===== src/rtl/lane_queue_tracker.sv =====
// lane_queue_tracker: per-lane car queue counters with green-timed departures,
// busiest-lane indication and an emergency request latch feeding Breadboard.
module lane_queue_tracker #(
    parameter int DEPART_PERIOD = 4
) (
    input  logic        clk,
    input  logic        rst,
    input  logic [7:0]  carArrive,
    input  logic [7:0]  greenIn,
    input  logic        emgReq,
    input  logic [7:0]  emgReqLane,
    input  logic        emgClear,
    output logic [63:0] lanes,
    output logic        emgSignal,
    output logic [7:0]  emgLane,
    output logic [7:0]  busiestLane,
    output logic [7:0]  satFlag
);
    localparam int TW = DEPART_PERIOD > 2 ? $clog2(DEPART_PERIOD) : 1;
    localparam logic [TW-1:0] LAST = TW'(DEPART_PERIOD - 1);

    typedef enum logic {IDLE, ACTIVE} emg_state_t;

    logic [7:0][7:0]    r_cnt, w_cnt_nxt;
    logic [7:0][TW-1:0] r_tmr, w_tmr_nxt;
    logic [7:0]         r_sat, w_sat_nxt;
    logic [7:0]         r_busy, w_busy, w_best;
    logic [7:0]         w_serve, w_dep, w_lost;
    logic               r_emg_sig, w_req_ok;
    logic [7:0]         r_emg_lane;
    emg_state_t         r_state;

    // Arrival and departure together cancel; an arrival is lost only when it would overflow.
    always_comb begin
        w_serve   = '0;
        w_dep     = '0;
        w_lost    = '0;
        w_cnt_nxt = r_cnt;
        w_tmr_nxt = r_tmr;
        w_sat_nxt = r_sat;
        for (int k = 0; k < 8; k++) begin
            w_serve[k]   = greenIn[k] && r_cnt[k] != 8'd0;
            w_dep[k]     = w_serve[k] && r_tmr[k] == LAST;
            w_lost[k]    = carArrive[k] && !w_dep[k] && r_cnt[k] == 8'hFF;
            w_cnt_nxt[k] = (carArrive[k] == w_dep[k] || w_lost[k]) ? r_cnt[k] :
                           carArrive[k] ? r_cnt[k] + 8'd1 : r_cnt[k] - 8'd1;
            w_tmr_nxt[k] = (!w_serve[k] || w_dep[k]) ? '0 : r_tmr[k] + TW'(1);
            w_sat_nxt[k] = r_sat[k] | w_lost[k];
        end
    end

    // Ascending scan with >= lets the highest index win ties.
    always_comb begin
        w_best = '0;
        w_busy = '0;
        for (int k = 0; k < 8; k++) begin
            if (r_cnt[k] != 8'd0 && r_cnt[k] >= w_best) begin
                w_best = r_cnt[k];
                w_busy = 8'd1 << k;
            end
        end
    end

    assign w_req_ok = emgReq && emgReqLane != 8'd0 && (emgReqLane & (emgReqLane - 8'd1)) == 8'd0;

    always_ff @(posedge clk or posedge rst) begin
        if (rst) begin
            r_cnt  <= '0;
            r_tmr  <= '0;
            r_sat  <= '0;
            r_busy <= '0;
        end else begin
            r_cnt  <= w_cnt_nxt;
            r_tmr  <= w_tmr_nxt;
            r_sat  <= w_sat_nxt;
            r_busy <= w_busy;
        end
    end

    always_ff @(posedge clk or posedge rst) begin
        if (rst) begin
            r_state    <= IDLE;
            r_emg_sig  <= 1'b0;
            r_emg_lane <= '0;
        end else begin
            case (r_state)
                IDLE: if (w_req_ok) begin
                    r_state    <= ACTIVE;
                    r_emg_sig  <= 1'b1;
                    r_emg_lane <= emgReqLane;
                end
                ACTIVE: if (emgClear) begin
                    r_state    <= IDLE;
                    r_emg_sig  <= 1'b0;
                    r_emg_lane <= '0;
                end
                default: r_state <= IDLE;
            endcase
        end
    end

    assign lanes       = r_cnt;
    assign busiestLane = r_busy;
    assign satFlag     = r_sat;
    assign emgSignal   = r_emg_sig;
    assign emgLane     = r_emg_lane;
endmodule


===== config.mk =====
export PLATFORM = sky130hd
export DESIGN_NAME = lane_queue_tracker
export DESIGN_NICKNAME = d
export VERILOG_FILES = /design/src/rtl/lane_queue_tracker.sv
export SDC_FILE = /design/constraint.sdc
export NUM_CORES = 1
export LEC_CHECK = 0
export ABC_AREA = 1
export ABC_CLOCK_PERIOD_IN_PS = 11600
export BUFFER_PORTS_ARGS = -buffer_cell sky130_fd_sc_hd__buf_2
export CORE_MARGIN = 2
export CORE_UTILIZATION = 38
export DETAILED_ROUTE_END_ITERATION = 6
export PLACE_DENSITY = 0.58
export SLEW_MARGIN = 20
export SYNTH_ARGS = -nofsm -noshare
export SYNTH_HDL_FRONTEND = slang
export SYNTH_SLANG_ARGS = --single-unit

===== constraint.sdc =====
create_clock -name clk -period 11.6 [get_ports clk]
set_clock_uncertainty 0.05 [all_clocks]
set_input_delay 1.74 -clock clk [delete_from_list [all_inputs] [get_ports clk]]
set_output_delay 1.74 -clock clk [all_outputs]
set_load 0.01 [all_outputs]

==> impl_metrics.yaml, run 1 <==
run_status:
  status: "complete, no violations"
global_routing:
  grt_max_degree: 62
  grtUsageTotal: 0.1772
  grt_pass1_vias: 6871
  grt-ovfl-total: 0
  antenna_found_initial: 0
  grt_pass1_wl_um: 34270
layout:
  fin_nets: 1409
  fillCellCount: 2240
  area_delta_synth_final_pct: 18.11
  diodes: 0
  layoutNonFillerInstCount: 1542
  drive_above_1_share: 0.1704
logic_synthesis:
  yosys_warnings: 0
  synth_top_area_cell: "dfrtp_1"
  netlist_top_cells_area: "dfrtp_1 32%, ha_1 17%, nand2_1 9.1%"
  synth_cells: 1109
  seq_area_frac_synth: 0.3168
  synth_top_area_share: 0.3168
  synth_commonest_cells: "203 x nand2_1, 180 x inv_1, 141 x nor2_1"
  async_reset_ff_frac: 1.000
  synth_nets: 1261
  synth.most_common_cell: "nand2_1"
  syn-cell-area_um2: 8373
  synth_seq_cells: 106
  synthFlopType: "dfrtp_1"
  synth_edf_count: 0
  avgSynthCellArea_um2: 7.550
  yosysUniqueCellTypes: 36
placed_design:
  globalplace.congestion: 0.8346
  hpwl_um: 15660
  place_inst: 1501
  io_buffers: 116
  place_ws_ns: -0.02105
critical_path:
  critical_path_class: "reg2reg"
  start_kind: "flop"
  arrival_ns: 10.88
  worstSetupEndpointType: "flop"
  critPathTopFamily: "compound AO/OA/AOI/OAI gates"
  cpMostUsedCell: "nand2_1"
  reg2regPathDepth: 76
  required_ns: 11.84
  critPathMaxStageDelay_ns: 0.41
  cp_num_cells: 76
  path_buf_inv: 9
  cp_slowest_cell: "dfrtp_1"
  worstPathMaxFanout: 10
die:
  die_area_um2: 23240
  start_util: 0.3849
  die_y_um: 152.4
  io_pins: 117
  rows: 54
  coreArea_um2: 21760
  fp.dieW_um: 152.4
hold_path:
  hold_path_class: "reg2reg"
  whs_path_depth: 1
clocking:
  hold_buffers: 0
  numCtsBuffers: 9
  tritoncts: "built"
  clock_sinks: 106
  clock_latency_ns: 0.36
  htree_levels: 3
  cts_root_buffer: "clkbuf_16"
  clkSlewWorstSetupHoldPaths_ns: 0.08
  clockBufferDepth: 2
drt:
  dr.pass1.iters: 5
  via_per_inst: 4.805
  drtIter0Drc: 292
  wl_per_cell_um: 13.28
  dr_total_vias: 7410
  drc: 0
  ant_nets: 0
  wirelength_um: 20480
timing:
  setup_ws_ns: 0.9586
  maxSlewHeadroom: 0.3088
  period_share: 0.9174
  finalHoldViolCount: 0
  period_minus_slack_ns: 10.64
  slew_violations: 0
  setup_violations: 0
  tightest_slew_ns: 1.032
  timing.fmax_ghz: 0.09397
  whs_ns: 0.3799
flow_run:
  max_cap_violations: 0
## logic make-up after synthesis
family                   share of synthesized area
flip-flops                                  0.3168
XOR/XNOR                                   0.02929
AO/OA/AOI/OAI                               0.1101
adder cells (fa/ha/maj)                     0.1925
AND/OR/NAND/NOR                             0.2649
buffers and inverters                      0.08637
## path summary, 6_finish.rpt
kind                           from             end  slack, ns
setup / recovery           lanes[6]  busiestLane[1]       0.96
hold / removal             r_tmr[6]        r_tmr[6]       0.38
setup reg to reg           lanes[6]  busiestLane[1]       0.96
hold reg to reg            r_tmr[6]        r_tmr[6]       0.38
max in group asynchronous       rst        lanes[8]       8.80
min in group asynchronous       rst       lanes[19]       1.41
## metrics by stage
stage | setup TNS, ns | utilization | cell area, um^2
floorplan | 0 | - | 8373
global placement | 0 | 0.4280 | 9311
detailed placement | -0.03306 | 0.4280 | 9311
CTS | 0 | 0.4426 | 9629
global route | -0.1290 | 0.4546 | 9889
finish | 0 | 0.4546 | 9889
## area by class of cell
class / instances / area, um^2 / share of cell area
tap: 280 / 350.3 / 0.03543
clock inverter: 7 / 92.59 / 0.009362
sequential: 106 / 2660 / 0.2690
inverter: 182 / 691.9 / 0.06996
multi-input combinational: 811 / 5039 / 0.5095
clock buffer: 9 / 225.2 / 0.02277
timing repair buffer: 147 / 830.8 / 0.08401
## repair_timing
item / in CTS / in global routing
endpoints found under the setup margin: 3 / 8
buffers inserted: 0 / 25
resized for setup: 1 / 41
pin swaps: 0 / 8
## sequential cells by signal, summed over array words and instances (netlist names)
signal and cells:
busiestLane 8, emgLane 8, emgSignal 1, lanes 64, r_state 1, r_tmr 16
satFlag 8
## placed cells by master, fill, tap and decap left out, types with 7 or more instances in the layout
cell         n
nand3_1     50
nand3b_1     8
nand2_1    202
nand2_2     15
and2_1       8
dfrtp_1    100
nor4_1      13
ha_1       116
fa_1         8
inv_2        7
o21ai_1     15
xor2_1      21
o31ai_1     16
buf_4       29
buf_2      116
inv_1      172
xnor2_1      7
o21a_1       9
o21ai_0     82
nor3_1      25
a21oi_1     25
nor2_1     141
nand4_1     14
clkbuf_16    9
## layer usage
layer	global-route usage	wire, um
met1	0.2471	10180
met2	0.2932	9477
met4	0.03660	203
met3	0.02759	616
met5	0	0
Power of run 1 is not shown: default switching activity piles up to over one toggle a cycle in this logic, so the estimate is an artifact.
==> inputs of run 2 (changes only) <==
- BUFFER_PORTS_ARGS: -buffer_cell sky130_fd_sc_hd__buf_2 -> -buffer_cell sky130_fd_sc_hd__clkbuf_2
==> impl_metrics.yaml, run 2 (synthesis gave the netlist of run 1 again) <==
global_routing:
  antenna_found_initial: 0
  grt_pass1_wl_um: 34400
  grtUsageTotal: 0.1778
  grt-ovfl-total: 0
  grt_pass1_vias: 6990
  grt_max_degree: 76
layout:
  fillCellCount: 2194
  most-common-layout-cells: "201 x nand2_1, 172 x inv_1, 141 x nor2_1, 116 x ha_1, 116 x clkbuf_2"
  fin_nets: 1413
  layoutNonFillerInstCount: 1546
  drive_above_1_share: 0.1785
  multi_input_area_um2: 5076
  final_common_cell: "nand2_1"
  diodes: 0
  regArea_um2: 2664
  largest_register_ff_count: 64
  fin_area_um2: 9943
  area_delta_synth_final_pct: 18.75
run_status:
  status: "complete, no violations"
timing:
  period_share: 0.9092
  finalHoldViolCount: 0
  setup_violations: 0
  maxSlewHeadroom: 0.3077
  timing.fmax_ghz: 0.09482
  tightest_slew_ns: 1.034
  period_minus_slack_ns: 10.55
  slew_violations: 0
drt:
  drc: 0
  drtIter0Drc: 373
  dr.pass1.iters: 5
  wl_per_cell_um: 13.18
  via_per_inst: 4.871
  dr_total_vias: 7531
  ant_nets: 0
  wirelength_um: 20370
die:
  coreArea_um2: 21760
  die_y_um: 152.4
  io_pins: 117
  fp.dieW_um: 152.4
  start_util: 0.3849
  die_area_um2: 23240
  rows: 54
placed_design:
  place_inst: 1500
  globalplace.congestion: 0.8414
  post_dp_cell_area_um2: 9304
  hpwl_um: 15670
  io_buffers: 116
critical_path:
  reg2regPathDepth: 78
  reg2reg_slack_ns: 1.05
  start_kind: "flop"
  cp_slowest_cell: "dfrtp_2"
  cpMostUsedCell: "nand2_1"
  worstPathMaxFanout: 12
  worstSetupEndpointType: "flop"
  arrival_ns: 10.79
  reg2reg_from: "lanes[2]"
  r2r-end: "busiestLane[0]"
  critical_path_class: "reg2reg"
  critPathMaxStageDelay_ns: 0.44
  required_ns: 11.84
hold_path:
  min_from: "r_tmr[14]"
  min_delay_worst_endpoint: "r_tmr[14]"
  whs_path_depth: 1
  hold_path_class: "reg2reg"
clocking:
  hold_buffers: 0
  tritoncts: "built"
  clock_latency_ns: 0.36
  numCtsBuffers: 9
  cts_root_buffer: "clkbuf_16"
  clock_sinks: 106
  clockBufferDepth: 2
  clkSlewWorstSetupHoldPaths_ns: 0.08
  htree_levels: 3
flow_run:
  max_cap_violations: 0
-- run 2: timing repair --
item                       CTS  global route
setup endpoints to repair    0             8
setup buffers                0            27
resized for setup            0            44
-- run 2: how the worst max path moves through the flow --
| stage | from | endpoint | slack [ns] | cells past startpoint |
|---|---|---|---|---|
| floorplan | lanes[2] | busiestLane[2] | 1.02 | 85 |
| global placement | lanes[2] | busiestLane[2] | 0.32 | 85 |
| detailed placement | lanes[2] | busiestLane[0] | 0.06 | 83 |
| CTS | lanes[2] | busiestLane[2] | 0.01 | 81 |
| global route | lanes[2] | busiestLane[0] | -0.04 | 86 |
| finish | lanes[2] | busiestLane[0] | 1.05 | 78 |
-- run 2: stage by stage --
| stage | hold WS [ns] | worst slack (ns) | setup TNS [ns] | util |
|---|---|---|---|---|
| 2_1_floorplan | 0.3589 | 1.016 | 0 | - |
| 6_report | 0.3783 | 1.054 | 0 | 0.4570 |
| 4_1_cts | 0.3855 | 0.01377 | 0 | 0.4423 |
| 3_5_place_dp | 0.3739 | 0.05601 | 0 | 0.4277 |
| 3_3_place_gp | 0.3756 | 0.3199 | 0 | 0.4277 |
| 5_1_grt | 0.3988 | -0.03627 | -0.09037 | 0.4570 |
-- run 2: final cells by class --
class / count / share of cell area
inverters: 182 / 0.06959
clock buffers: 9 / 0.02265
well taps: 280 / 0.03523
repair buffers: 148 / 0.08469
flip-flops and latches: 106 / 0.2679
clock inverters: 7 / 0.009438
multi-input cells: 814 / 0.5105
-- run 2: layer usage --
layer | GRT usage | routed length (um) | share of wire
met5 | 0 | 0 | 0
met4 | 0.05291 | 280 | 0.014
met3 | 0.02503 | 629 | 0.031
met2 | 0.2930 | 9487 | 0.47
met1 | 0.2440 | 9975 | 0.49
-- run 2: critical path: cells and delay by family (launching register included) --
family,cells,cell delay [ns]
AND/OR/NAND/NOR,39,3.48
AO/OA/AOI/OAI,22,3.47
adder cells (fa/ha/maj),7,1.96
buffers and inverters,10,1.04
flip-flops,1,0.44
Power of run 2 is left out for the same reason.
==> inputs of run 3 (changes only) <==
- CORE_MARGIN: 2 -> default
==> impl_metrics.yaml, run 3 (synthesis gave the netlist of run 1 again) <==
global_routing:
  grt_max_degree: 64
  grt_pass1_vias: 6903
  grtUsageTotal: 0.1878
  grt-ovfl-total: 0
  antenna_found_initial: 0
  grt_pass1_wl_um: 33800
drt:
  ant_nets: 0
  dr_total_vias: 7514
  highest_layer: "met4"
  wl_per_cell_um: 13.38
  met3WireLength_um: 790
  wl_met1_um: 9829
  wl_met2_um: 9728
  drtIter0Drc: 310
  drc: 0
  via_per_inst: 4.902
  wirelength_um: 20510
  dr.pass1.iters: 5
layout:
  multi_input_area_um2: 5062
  area_delta_synth_final_pct: 17.26
  diodes: 0
  final_common_cell: "nand2_1"
  largest_register_ff_count: 64
  regArea_um2: 2655
  most-common-layout-cells: "201 x nand2_1, 177 x inv_1, 141 x nor2_1, 116 x ha_1, 116 x clkbuf_2"
  fillCellCount: 2110
  fin_nets: 1405
  drive_above_1_share: 0.1645
critical_path:
  worstSetupEndpointType: "flop"
  cpMostUsedCell: "nand2_1"
  reg2reg_from: "lanes[3]"
  reg2regPathDepth: 80
  start_kind: "flop"
  startpoint: "lanes[3]"
  arrival_ns: 10.72
  cp_slowest_cell: "dfrtp_2"
  required_ns: 11.82
  worstPathMaxFanout: 14
  critPathMaxStageDelay_ns: 0.41
  critical_path_class: "reg2reg"
die:
  fp.dieW_um: 150.4
  die_area_um2: 22630
  die_y_um: 150.4
  coreArea_um2: 21290
  start_util: 0.3933
  io_pins: 117
  rows: 53
placed_design:
  hpwl_um: 15840
  io_buffers: 116
  globalplace.congestion: 0.8267
hold_path:
  hold_path_class: "reg2reg"
  min_from: "r_tmr[14]"
  whs_path_depth: 1
timing:
  maxSlewHeadroom: 0.3345
  whs_ns: 0.3845
  finalHoldViolCount: 0
  tightest_slew_ns: 0.9938
  period_share: 0.9046
  setup_violations: 0
  timing.fmax_ghz: 0.09530
  grt_setup_unrepaired: "no"
  slew_violations: 0
  setup_tns_ns: 0
  period_minus_slack_ns: 10.49
clocking:
  clockBufferDepth: 2
  numCtsBuffers: 9
  tritoncts: "built"
  cts_root_buffer: "clkbuf_16"
  clkSlewWorstSetupHoldPaths_ns: 0.07
  clock_latency_ns: 0.36
  htree_levels: 3
  clock_sinks: 106
run_status:
  status: "complete, no violations"
flow_run:
  max_cap_violations: 0
==> run 3: changes by cell type in the layout (fill, tap and decap cells not counted), moves of 3 or more <==
cell	before	now
inv_1	172	177
dfrtp_1	97	104
buf_4	29	24
o21ai_0	87	84
dfrtp_2	9	2
inv_2	7	3
o21ai_2	3	8
==> run 3: worst paths after layout <==
path / endpoint / slack [ns]
worst max-delay path: busiestLane[2] / 1.11
worst min-delay path: r_tmr[14] / 0.38
worst max register to register: busiestLane[2] / 1.11
worst min register to register: r_tmr[14] / 0.38
max in group asynchronous: lanes[36] / 8.85
min in group asynchronous: satFlag[1] / 1.37
==> run 3: final cells by class <==
cell class | count | share of cell area
clock inverters | 5 | 0.003951
flip-flops and latches | 106 | 0.2704
multi-input cells | 812 | 0.5156
well taps | 275 | 0.03505
repair inverters | 1 | 0.0005097
clock buffers | 11 | 0.02472
repair buffers | 141 | 0.07952
inverters | 182 | 0.07022
==> run 3: worst max-delay path, delay by kind of cell (launching register included) <==
family                     cells  cell delay [ns]
AOI/OAI and AO/OA             22             3.48
and+or+nand+nor               38             3.23
adders and majority gates      7             1.88
buffers and inverters         13             1.34
DFF                            1             0.41
==> run 3: stage by stage <==
stage / utilization / instance area, um^2 / cells / worst slack [ns]
after global routing: 0.4612 / 9818 / 1533 / 0.009237
final: 0.4612 / 9818 / 1533 / 1.107
after CTS: 0.4501 / 9582 / 1511 / 0.1536
after global placement: 0.4368 / 9298 / 1495 / 0.3092
after detailed placement: 0.4368 / 9298 / 1495 / -0.007289
after floorplan: - / 8373 / 1109 / 1.016
==> run 3: repair_timing <==
| item | 4_1_cts | 5_1_grt |
|---|---|---|
| endpoints found under the setup margin | 3 | 8 |
| gates cloned | 0 | 2 |
| setup buffers | 0 | 20 |
| hold buffers | 0 | 0 |
| gates resized for setup | 1 | 34 |
| pin swaps | 0 | 7 |
==> run 3: metal layers <==
layer	global-route usage	vias up
met4	0.04242	0
met5	0	-
met2	0.3129	107
li1	-	3932
met3	0.03182	11
met1	0.2530	3464
Power of run 3 is left out for the same reason.
